[src/rtl/core_controller_pkg.sv]
// Shared definitions for the TiniSOC core controller.
// Holds the opcode / sub-opcode constants, the controller state encoding
// and the next-PC select codes used by core_controller and instr_class.
package core_controller_pkg;

    // Primary opcodes
    localparam logic [5:0] TY_BASE = 6'h00;
    localparam logic [5:0] ADDI    = 6'h01;
    localparam logic [5:0] ORI     = 6'h02;
    localparam logic [5:0] XORI    = 6'h03;
    localparam logic [5:0] MOVI    = 6'h04;
    localparam logic [5:0] LWI     = 6'h05;
    localparam logic [5:0] SWI     = 6'h06;
    localparam logic [5:0] TY_LS   = 6'h07;
    localparam logic [5:0] TY_B    = 6'h08;
    localparam logic [5:0] JJ      = 6'h09;

    // TY_BASE sub-opcodes
    localparam logic [4:0] ADD   = 5'h00;
    localparam logic [4:0] SUB   = 5'h01;
    localparam logic [4:0] AND   = 5'h02;
    localparam logic [4:0] OR    = 5'h03;
    localparam logic [4:0] XOR   = 5'h04;
    localparam logic [4:0] SRLI  = 5'h05;
    localparam logic [4:0] SLLI  = 5'h06;
    localparam logic [4:0] ROTRI = 5'h07;

    // TY_LS sub-opcodes
    localparam logic [7:0] LW = 8'h02;
    localparam logic [7:0] SW = 8'h0A;

    // Next-PC select
    localparam logic [1:0] PC_SRC_SEQ    = 2'd0;
    localparam logic [1:0] PC_SRC_BRANCH = 2'd1;
    localparam logic [1:0] PC_SRC_JUMP   = 2'd2;

    typedef enum logic [2:0] {
        ST_IDLE,
        ST_FETCH,
        ST_DECODE,
        ST_EXECUTE,
        ST_MEM,
        ST_WRITEBACK,
        ST_HALT
    } state_t;

endpackage

[src/rtl/core_controller_instr_class.sv]
// instr_class: combinational instruction classifier.
// Inputs : opcode, sub_op_base, sub_op_ls
// Outputs: is_alu, is_arith (overflow-relevant), is_load, is_store,
//          is_branch, is_jump, is_illegal (unknown opcode or sub-op)
module instr_class
    import core_controller_pkg::*;
(
    input  logic [5:0] opcode,
    input  logic [4:0] sub_op_base,
    input  logic [7:0] sub_op_ls,
    output logic       is_alu,
    output logic       is_arith,
    output logic       is_load,
    output logic       is_store,
    output logic       is_branch,
    output logic       is_jump,
    output logic       is_illegal
);

    always_comb begin
        is_alu     = 1'b0;
        is_arith   = 1'b0;
        is_load    = 1'b0;
        is_store   = 1'b0;
        is_branch  = 1'b0;
        is_jump    = 1'b0;
        is_illegal = 1'b0;
        case (opcode)
            TY_BASE: begin
                case (sub_op_base)
                    ADD, SUB: begin
                        is_alu   = 1'b1;
                        is_arith = 1'b1;
                    end
                    AND, OR, XOR, SRLI, SLLI, ROTRI: is_alu = 1'b1;
                    default: is_illegal = 1'b1;
                endcase
            end
            ADDI: begin
                is_alu   = 1'b1;
                is_arith = 1'b1;
            end
            ORI, XORI, MOVI: is_alu = 1'b1;
            LWI: begin
                is_load  = 1'b1;
                is_arith = 1'b1;
            end
            SWI: begin
                is_store = 1'b1;
                is_arith = 1'b1;
            end
            TY_LS: begin
                case (sub_op_ls)
                    LW: begin
                        is_load  = 1'b1;
                        is_arith = 1'b1;
                    end
                    SW: begin
                        is_store = 1'b1;
                        is_arith = 1'b1;
                    end
                    default: is_illegal = 1'b1;
                endcase
            end
            TY_B:    is_branch  = 1'b1;
            JJ:      is_jump    = 1'b1;
            default: is_illegal = 1'b1;
        endcase
    end

endmodule

[src/rtl/core_controller.sv]
// core_controller: multi-cycle sequencer for the TiniSOC core.
// Steps each instruction through FETCH/DECODE/EXECUTE/MEM/WRITEBACK.
// Inputs : clock, reset (sync, active-high), run, opcode, sub_op_base,
//          sub_op_ls, branch_ne, alu_zero, alu_overflow, mem_ready
// Outputs: enable_{fetch,decode,execute,mem_read,mem_write,writeback},
//          pc_write/pc_src (next-PC update), retired (instruction count),
//          overflow_flag/illegal/bus_error (sticky), halted
module core_controller
    import core_controller_pkg::*;
#(
    parameter int unsigned MEM_TIMEOUT = 15
) (
    input  logic        clock,
    input  logic        reset,
    input  logic        run,
    input  logic [5:0]  opcode,
    input  logic [4:0]  sub_op_base,
    input  logic [7:0]  sub_op_ls,
    input  logic        branch_ne,
    input  logic        alu_zero,
    input  logic        alu_overflow,
    input  logic        mem_ready,
    output logic        enable_fetch,
    output logic        enable_decode,
    output logic        enable_execute,
    output logic        enable_mem_read,
    output logic        enable_mem_write,
    output logic        enable_writeback,
    output logic        pc_write,
    output logic [1:0]  pc_src,
    output logic [31:0] retired,
    output logic        overflow_flag,
    output logic        illegal,
    output logic        bus_error,
    output logic        halted
);

    state_t     state;
    state_t     next_state;
    logic [7:0] wait_cnt;
    logic       waiting;
    logic       wait_expired;
    logic       taken;

    logic is_alu, is_arith, is_load, is_store, is_branch, is_jump, is_illegal;

    instr_class u_instr_class (
        .opcode      (opcode),
        .sub_op_base (sub_op_base),
        .sub_op_ls   (sub_op_ls),
        .is_alu      (is_alu),
        .is_arith    (is_arith),
        .is_load     (is_load),
        .is_store    (is_store),
        .is_branch   (is_branch),
        .is_jump     (is_jump),
        .is_illegal  (is_illegal)
    );

    assign waiting      = ((state == ST_FETCH) || (state == ST_MEM)) && !mem_ready;
    // Expiry only fires while still waiting, so mem_ready in the last cycle wins.
    assign wait_expired = waiting && (wait_cnt == 8'(MEM_TIMEOUT - 1));
    assign taken        = alu_zero ^ branch_ne;

    // State register
    always_ff @(posedge clock) begin
        if (reset) state <= ST_IDLE;
        else       state <= next_state;
    end

    // Next-state logic
    always_comb begin
        next_state = state;
        case (state)
            ST_IDLE:      if (run) next_state = ST_FETCH;
            ST_FETCH: begin
                if (mem_ready)         next_state = ST_DECODE;
                else if (wait_expired) next_state = ST_HALT;
            end
            ST_DECODE: begin
                if (is_illegal)   next_state = ST_HALT;
                else if (is_jump) next_state = ST_FETCH;
                else              next_state = ST_EXECUTE;
            end
            ST_EXECUTE: begin
                if (is_branch)                 next_state = ST_FETCH;
                else if (is_load || is_store)  next_state = ST_MEM;
                else if (is_alu)               next_state = ST_WRITEBACK;
                else                           next_state = ST_HALT;
            end
            ST_MEM: begin
                if (mem_ready)         next_state = is_load ? ST_WRITEBACK : ST_FETCH;
                else if (wait_expired) next_state = ST_HALT;
            end
            ST_WRITEBACK: next_state = ST_FETCH;
            ST_HALT:      next_state = ST_HALT;
            default:      next_state = ST_IDLE;
        endcase
    end

    // Outputs: stage enables from state, PC update from state plus inputs
    always_comb begin
        enable_fetch     = (state == ST_FETCH);
        enable_decode    = (state == ST_DECODE);
        enable_execute   = (state == ST_EXECUTE);
        enable_mem_read  = (state == ST_MEM) && is_load;
        enable_mem_write = (state == ST_MEM) && is_store;
        enable_writeback = (state == ST_WRITEBACK);
        halted           = (state == ST_HALT);

        pc_src = PC_SRC_SEQ;
        if ((state == ST_DECODE) && is_jump && !is_illegal) pc_src = PC_SRC_JUMP;
        else if ((state == ST_EXECUTE) && is_branch && taken) pc_src = PC_SRC_BRANCH;

        // Suppressed under reset so an aborted instruction never retires.
        pc_write = !reset && (((state == ST_DECODE) && is_jump && !is_illegal) ||
                              ((state == ST_EXECUTE) && is_branch) ||
                              ((state == ST_MEM) && is_store && mem_ready) ||
                              (state == ST_WRITEBACK));
    end

    // Wait counter, retire counter and sticky status
    always_ff @(posedge clock) begin
        if (reset) begin
            wait_cnt      <= '0;
            retired       <= '0;
            overflow_flag <= 1'b0;
            illegal       <= 1'b0;
            bus_error     <= 1'b0;
        end else begin
            // FETCH/MEM never self-loop except while waiting, so any state
            // change is an entry that restarts the count.
            if (next_state != state) wait_cnt <= '0;
            else if (waiting)        wait_cnt <= wait_cnt + 8'd1;

            if (pc_write) retired <= retired + 32'd1;
            if ((state == ST_EXECUTE) && is_arith && alu_overflow) overflow_flag <= 1'b1;
            if ((state == ST_DECODE) && is_illegal) illegal <= 1'b1;
            if (wait_expired) bus_error <= 1'b1;
        end
    end

endmodule
[config.mk]
export PLATFORM = sky130hd
export DESIGN_NAME = core_controller
export DESIGN_NICKNAME = d
export VERILOG_FILES = /design/src/rtl/core_controller_pkg.sv /design/src/rtl/core_controller_instr_class.sv /design/src/rtl/core_controller.sv
export SDC_FILE = /design/constraint.sdc
export NUM_CORES = 1
export LEC_CHECK = 0
export BUFFER_PORTS_ARGS = -buffer_cell sky130_fd_sc_hd__buf_4
export CORE_ASPECT_RATIO = 0.9
export CORE_UTILIZATION = 40
export CTS_CLUSTER_SIZE = 30
export DETAILED_ROUTE_END_ITERATION = 10
export SLEW_MARGIN = 25
export SYNTH_ARGS = -nofsm -noshare
export SYNTH_HDL_FRONTEND = slang
export SYNTH_SLANG_ARGS = --single-unit
[constraint.sdc]
create_clock -name clock -period 3.8 [get_ports clock]
set_input_delay 0.38 -clock clock [delete_from_list [all_inputs] [get_ports clock]]
set_output_delay 0.38 -clock clock [all_outputs]
set_load 0.01 [all_outputs]
==> metrics.md, run 1 <==
| Metric | Value |
|---|---|
| CP Launch Type | `flip-flop` |
| LEAKAGE | `1.24 nW` |
| Synthesized instance count | `342` |
| Footprint of the multi-input gates | `0.00171 mm^2` |
| Ports | `71` |
| Post-synth EDFFs | `0` |
| Final instance area | `0.00345 mm^2` |
| Core area | `0.00662 mm^2` |
| Net Switching | `0.267 mW` |
| Global route overflow | `0` |
| Max FO, Critical Path | `14` |
| Final Non-Filler Cells | `492` |
| Routability cong. | `0.783` |
| Peak Freq | `335 MHz` |
| Clk pwr share | `35.8%` |
| Cell Pwr Density | `294 mW/mm^2` |
| Dominant cell type by area after synthesis | `dfxtp_1` |
| Largest net degree at the start of global routing | `41` |
| Internal power | `0.748 mW` |
| Ys flop type | `dfxtp_1` |
| Filler cells | `660` |
| Sw Share | `26.3%` |
| Area grow syn2layout | `24.5%` |
| Yosys top cell area share | `33.2%` |
| DP Cell Count | `484` |
| Worst-Skew Late Latency | `300 ps` |
| Clock sink total | `46` |
| Die X-Extent | `89.8 um` |
| FFs w/ async S/R, synth | `0%` |
| CP arrival | `2600 ps` |
| Routed vias/inst | `5.39` |
| Clk_skew | `11.9 ps` |
| Top cell family by delay on the critical path | `simple AND/OR/NAND/NOR gates` |
| CTS tree | `yes` |
| Critical Path RT | `3420 ps` |
| Nets | `430` |
| Layout cells sized above 1 | `24.6%` |
| Leading cell types in the layout, fill and taps excluded | `buf_4, nor2_1, dfxtp_1` |
| Hold_ws | `325 ps` |
| First-pass GRT wire length | `11100 um` |
| TNS Setup | `0 ps` |
| Commonest non-fill, non-tap cell in the layout | `buf_4` |
| Hold depth | `3` |
| Status | `completed` |
| Reg power frac | `49.6%` |
| Min-Delay Path Class | `primary input to flip-flop` |
| Reg2Reg Depth | `6` |
| # diodes | `0` |
| RSZ-0062 raised after global routing | `false` |
| Clock buffer depth | `2` |
| Clock Tree Root | `clkbuf_8` |
| Vias | `2650` |
| Mapped Area | `0.00277 mm^2` |
| Area after DPL | `0.00334 mm^2` |
| Number of global-route vias before repair | `2296` |
| DR iter-0 viols | `104` |
| Comb pwr share | `14.6%` |
| Post-cts gate resize count | `0` |
| H-tree Lvls | `2` |
| WL per Instance | `13.8 um` |
| Syn nets | `371` |
| Mean Syn Cell Area | `8.11 um^2` |
| Max-slew violation count | `0` |
| CTS Buf Count | `5` |
| Synth top area cells | `dfxtp_1, xnor2_1, nor2_1, a2111oi_2, nand2_1` |
| Endpoints failing setup | `0` |
| Crit path buf inv count | `1` |
| FP Rows | `28` |
| Setup CP Type | `flip-flop to output pin` |
| Initial Util | `41.9%` |
| Die height | `81.0 um` |
| Setup ws final | `816 ps` |
| Initial antenna violation count | `0` |
| Max incr delay on CP | `580 ps` |
| Post-CTS Setup Bufs | `0` |
| FF+latch count, synth | `46` |
| Slew @ Worst Pin | `721 ps` |
| FF/Latch Area | `921 um^2` |
| Sequential area share after synthesis | `33.2%` |
| Fin. Hold Viols | `0` |
| Critical-path cell list | `and2b_1 -> a31oi_1 -> a2bb2oi_2 -> and2_1 -> nor2_1 -> buf_4` |
| Drt first pass iters | `4` |
| Distinct cells, synth | `56` |
| Die area | `0.00727 mm^2` |
| # Max-Cap Violations | `0` |
| CP max stage cell | `a2bb2oi_2` |
| Critical Path Stages | `6` |
| Min cycle time layout | `2980 ps` |
| VDD IR max | `0.000163 V` |
| Ys Warns | `0` |
| Hold Buf Count CTS | `0` |
| Clock-pin slew of the registers on the worst-case setup and hold paths | `80 ps` |
| ANT nets after route | `0` |
| Gr usage total | `18.9%` |
| Worst slack at placement | `1010 ps` |
| Port bufs | `69` |
| Crit end category | `output pin` |
| Total Wirelength | `6800 um` |
| Detailed Place HPWL | `4900 um` |
| Period utilization | `78.5%` |
| Max-slew headroom | `51.9%` |
| DRC errors left | `0` |
[path summary, 6_finish.rpt]
| kind | start | to | slack, ps |
|---|---|---|---|
| max reg2reg | state[1]$_SDFF_PP0_ | retired[30]$_SDFFE_PP0P_ | 1060 |
| min | alu_overflow | overflow_flag$_SDFFE_PP0P_ | 330 |
| min reg2reg | bus_error$_SDFFE_PP0P_ | bus_error$_SDFFE_PP0P_ | 450 |
| max | state[2]$_SDFF_PP0_ | pc_write | 820 |
[cell families (layout without fill, tap and decap cells)]
family | count (synthesis) | after routing | synth area share (%)
mux | 4 | 4 | 1.58
xor+xnor | 34 | 34 | 10.7
buf+inv | 35 | 95 | 4.96
fa+ha+maj | 3 | 3 | 1.35
simple gates | 155 | 155 | 29.0
compound gates | 65 | 65 | 19.1
flops | 46 | 46 | 33.2
[tightest hold or removal path: stages]
cell,delay [ps]
buf_4,80
a31oi_1,60
nor2_1,70
[cell type report]
| class | count | share of cell area (%) |
|---|---|---|
| timing repair buffer | 71 | 15.4 |
| clock inverter | 2 | 1.09 |
| clock buffer | 6 | 2.10 |
| tap | 90 | 3.26 |
| sequential | 46 | 26.7 |
| inverter | 16 | 1.74 |
| multi-input combinational | 261 | 49.7 |
[cell usage after synthesis, types with 5 or more instances]
| cell type | number |
|---|---|
| nor2_1 | 58 |
| dfxtp_1 | 46 |
| xnor2_1 | 31 |
| nand2_1 | 25 |
| nand3_1 | 17 |
| inv_1 | 16 |
| a21oi_1 | 14 |
| clkbuf_1 | 12 |
| a211oi_1 | 9 |
| a2111oi_2 | 8 |
| nand4_1 | 8 |
| nor3_1 | 6 |
| o21ai_0 | 6 |
| and3_1 | 5 |
| buf_2 | 5 |
| nor4_1 | 5 |
[routing by layer]
| layer | vias up | share of wire (%) | routed length [um] | global-route usage [%] |
|---|---|---|---|---|
| met4 | 0 | 0.79 | 54 | 5.57 |
| li1 | 1342 | - | - | - |
| met2 | 74 | 43 | 2920 | 29.0 |
| met5 | - | 0 | 0 | 0 |
| met1 | 1230 | 51 | 3440 | 26.4 |
| met3 | 4 | 5.6 | 380 | 4.49 |
[metrics by stage]
step,utilization [%],total power [mW]
floorplan,-,0.609
global placement,50.5,0.660
detailed placement,50.5,0.662
CTS,52.1,1.03
global route,52.1,1.06
finish,52.1,1.02
[state kept, by name, indices dropped and copies added, names as in the netlist]
name           count
bus_error          1
state              3
retired           32
overflow_flag      1
illegal            1
wait_cnt           8
[power groups by stage]
stage                     combinational, mW  sequential, mW  clock [mW]
after floorplan                       0.104           0.505           0
after global placement                0.145           0.515           0
after detailed placement              0.147           0.515           0
after CTS                             0.148           0.504       0.376
after global routing                  0.161           0.506       0.397
final                                 0.148           0.504       0.363
Note: power is estimated with default switching activity, not from simulation.
==> inputs of run 2 (changes only) <==
- PLACE_DENSITY: default -> 0.65
- clock period: 3.8 -> 2.5 ns (I/O delays scaled with it)
==> metrics.md, run 2 (same netlist as run 1, synthesis figures left out) <==
| Metric | Value |
|---|---|
| Cell Pwr Density | `413 mW/mm^2` |
| CP max stage cell | `dfxtp_1` |
| WL per Instance | `13.3 um` |
| Critical-path cell list | `and2b_1 -> and2_0 -> nand3_1 -> and2_1 -> nor2_1 -> buf_4` |
| Port bufs | `69` |
| Clock-pin slew of the registers on the worst-case setup and hold paths | `70 ps` |
| Critical Path Stages | `6` |
| Critical Path RT | `2250 ps` |
| Fin. Hold Viols | `0` |
| Min cycle time layout | `2320 ps` |
| Leading cell types in the layout, fill and taps excluded | `buf_4, nor2_1, dfxtp_1` |
| RSZ-0062 raised after global routing | `false` |
| Clk pwr share | `31.8%` |
| CP Launch Type | `flip-flop` |
| Crit end category | `output pin` |
| Regs by FF count | `retired: 32 flops, wait_cnt: 8 flops, state: 3 flops` |
| Layout cells sized above 1 | `27.7%` |
| LEAKAGE | `1.32 nW` |
| TNS Setup | `0 ps` |
| Drt first pass iters | `4` |
| Largest Register | `retired` |
| Max-slew violation count | `0` |
| Number of global-route vias before repair | `2397` |
| Clk_skew | `11.1 ps` |
| Endpoints failing setup | `0` |
| VDD IR max | `0.000283 V` |
| ANT nets after route | `0` |
| Crit path from | `state[2]$_SDFF_PP0_` |
| CTS Buf Count | `5` |
| Top cell family by delay on the critical path | `simple AND/OR/NAND/NOR gates` |
| Clock Tree Root | `clkbuf_8` |
| Vias | `2698` |
| Clock sink total | `46` |
| Status | `completed` |
| Slew @ Worst Pin | `562 ps` |
| Worst r2r src | `retired[8]$_SDFFE_PP0P_` |
| Sw Share | `26.9%` |
| Core area | `0.00662 mm^2` |
| Setup CP Type | `flip-flop to output pin` |
| Die height | `81.0 um` |
| Largest net degree at the start of global routing | `41` |
| Die area | `0.00727 mm^2` |
| Min-Delay Path Class | `primary input to flip-flop` |
| CTS tree | `yes` |
| Ports | `71` |
| Commonest non-fill, non-tap cell in the layout | `buf_4` |
| Crit path buf inv count | `1` |
| Net Switching | `0.398 mW` |
| R2R setup slack | `250 ps` |
| DRC errors left | `0` |
| Total Wirelength | `6750 um` |
| Worst-Skew Late Latency | `300 ps` |
| Initial Util | `41.9%` |
| Max-slew headroom | `61.5%` |
| Nets | `447` |
| Endpoint of the worst setup timing path | `pc_write` |
| Global route overflow | `0` |
| CP arrival | `2070 ps` |
| H-tree Lvls | `2` |
| Reg2Reg Depth | `5` |
| Max reg flops | `32` |
| Clock buffer depth | `2` |
| Internal power | `1.08 mW` |
| R2R Path End | `retired[30]$_SDFFE_PP0P_` |
| DR iter-0 viols | `122` |
| First-pass GRT wire length | `11100 um` |
| # diodes | `0` |
| Routability cong. | `0.811` |
| Die X-Extent | `89.8 um` |
| Comb pwr share | `17.2%` |
| FP Rows | `28` |
| Peak Freq | `431 MHz` |
| Initial antenna violation count | `0` |
| Worst slack at placement | `253 ps` |
| Routed vias/inst | `5.30` |
| Period utilization | `92.9%` |
| Gr usage total | `18.6%` |
| Reg power frac | `51.1%` |
| Setup ws final | `178 ps` |
| Area grow syn2layout | `28.8%` |
| Max incr delay on CP | `360 ps` |
| Max FO, Critical Path | `9` |
| Detailed Place HPWL | `5010 um` |
| # Max-Cap Violations | `0` |
## run 2: cell count changes in the layout (fill, tap and decap cells not counted), sizes merged
| cell | before | now |
|---|---|---|
| clkinvlp | 1 | 0 |
| clkbuf | 6 | 7 |
| clkinv | 0 | 1 |
| bufinv | 1 | 0 |
| buf | 71 | 88 |
## run 2: routing by layer
| layer | GRT usage (%) | wire length (um) | share of wire (%) | vias to the layer above |
|---|---|---|---|---|
| met3 | 3.56 | 321 | 4.8 | 5 |
| met1 | 26.5 | 3420 | 51 | 1252 |
| met4 | 3.93 | 53 | 0.79 | 0 |
| met5 | 0 | 0 | 0 | - |
| met2 | 29.2 | 2950 | 44 | 65 |
| li1 | - | - | - | 1376 |
## run 2: power groups by stage
stage / Clock (mW) / Sequential [mW] / Combinational [mW]
final: 0.469 / 0.753 / 0.254
after global routing: 0.513 / 0.755 / 0.280
after CTS: 0.487 / 0.753 / 0.250
after detailed placement: 0 / 0.770 / 0.248
after global placement: 0 / 0.770 / 0.246
after floorplan: 0 / 0.767 / 0.158
## run 2: timing repair
| item | in CTS | in global routing |
|---|---|---|
| resized for setup | 0 | 1 |
| setup endpoints to repair | 0 | 1 |
| buffers inserted | 0 | 0 |
| hold buffers | 0 | 0 |
## run 2: final cells by class
| type | count | area [um^2] |
|---|---|---|
| Clock buffer | 7 | 86.3 |
| Clock inverter | 1 | 5.00 |
| Fill cell | 630 | 3050 |
| Inverter | 16 | 60.1 |
| Multi-Input combinational cell | 261 | 1730 |
| Sequential cell | 46 | 921 |
| Tap cell | 90 | 113 |
| Timing Repair Buffer | 88 | 661 |
## run 2: metrics by stage
| step | hold WS (ps) | util [%] | cell area, um^2 | total power [mW] | std cells |
|---|---|---|---|---|---|
| after floorplan | 405 | - | 2770 | 0.925 | 342 |
| after global placement | 436 | 52.4 | 3470 | 1.02 | 501 |
| after detailed placement | 446 | 52.4 | 3470 | 1.02 | 501 |
| after CTS | 192 | 53.8 | 3560 | 1.49 | 509 |
| after global routing | 234 | 53.9 | 3570 | 1.55 | 509 |
| final | 197 | 53.9 | 3570 | 1.48 | 509 |
## run 2: worst min-delay path by stage
stage / depth (start not counted) / to / startpoint / slack (ps)
2_1_floorplan: 2 / overflow_flag$_SDFFE_PP0P_ / alu_overflow / 400
3_3_place_gp: 2 / bus_error$_SDFFE_PP0P_ / bus_error$_SDFFE_PP0P_ / 440
3_5_place_dp: 2 / bus_error$_SDFFE_PP0P_ / bus_error$_SDFFE_PP0P_ / 450
4_1_cts: 3 / overflow_flag$_SDFFE_PP0P_ / alu_overflow / 190
5_1_grt: 3 / overflow_flag$_SDFFE_PP0P_ / alu_overflow / 230
6_report: 3 / overflow_flag$_SDFFE_PP0P_ / alu_overflow / 200
## run 2: worst reg2reg max path, cell delays in order (launching register included)
cell	delay, ps
dfxtp_1	450
and4_1	250
nand4_1	160
or4_1	640
nor4_1	310
mux2_2	360
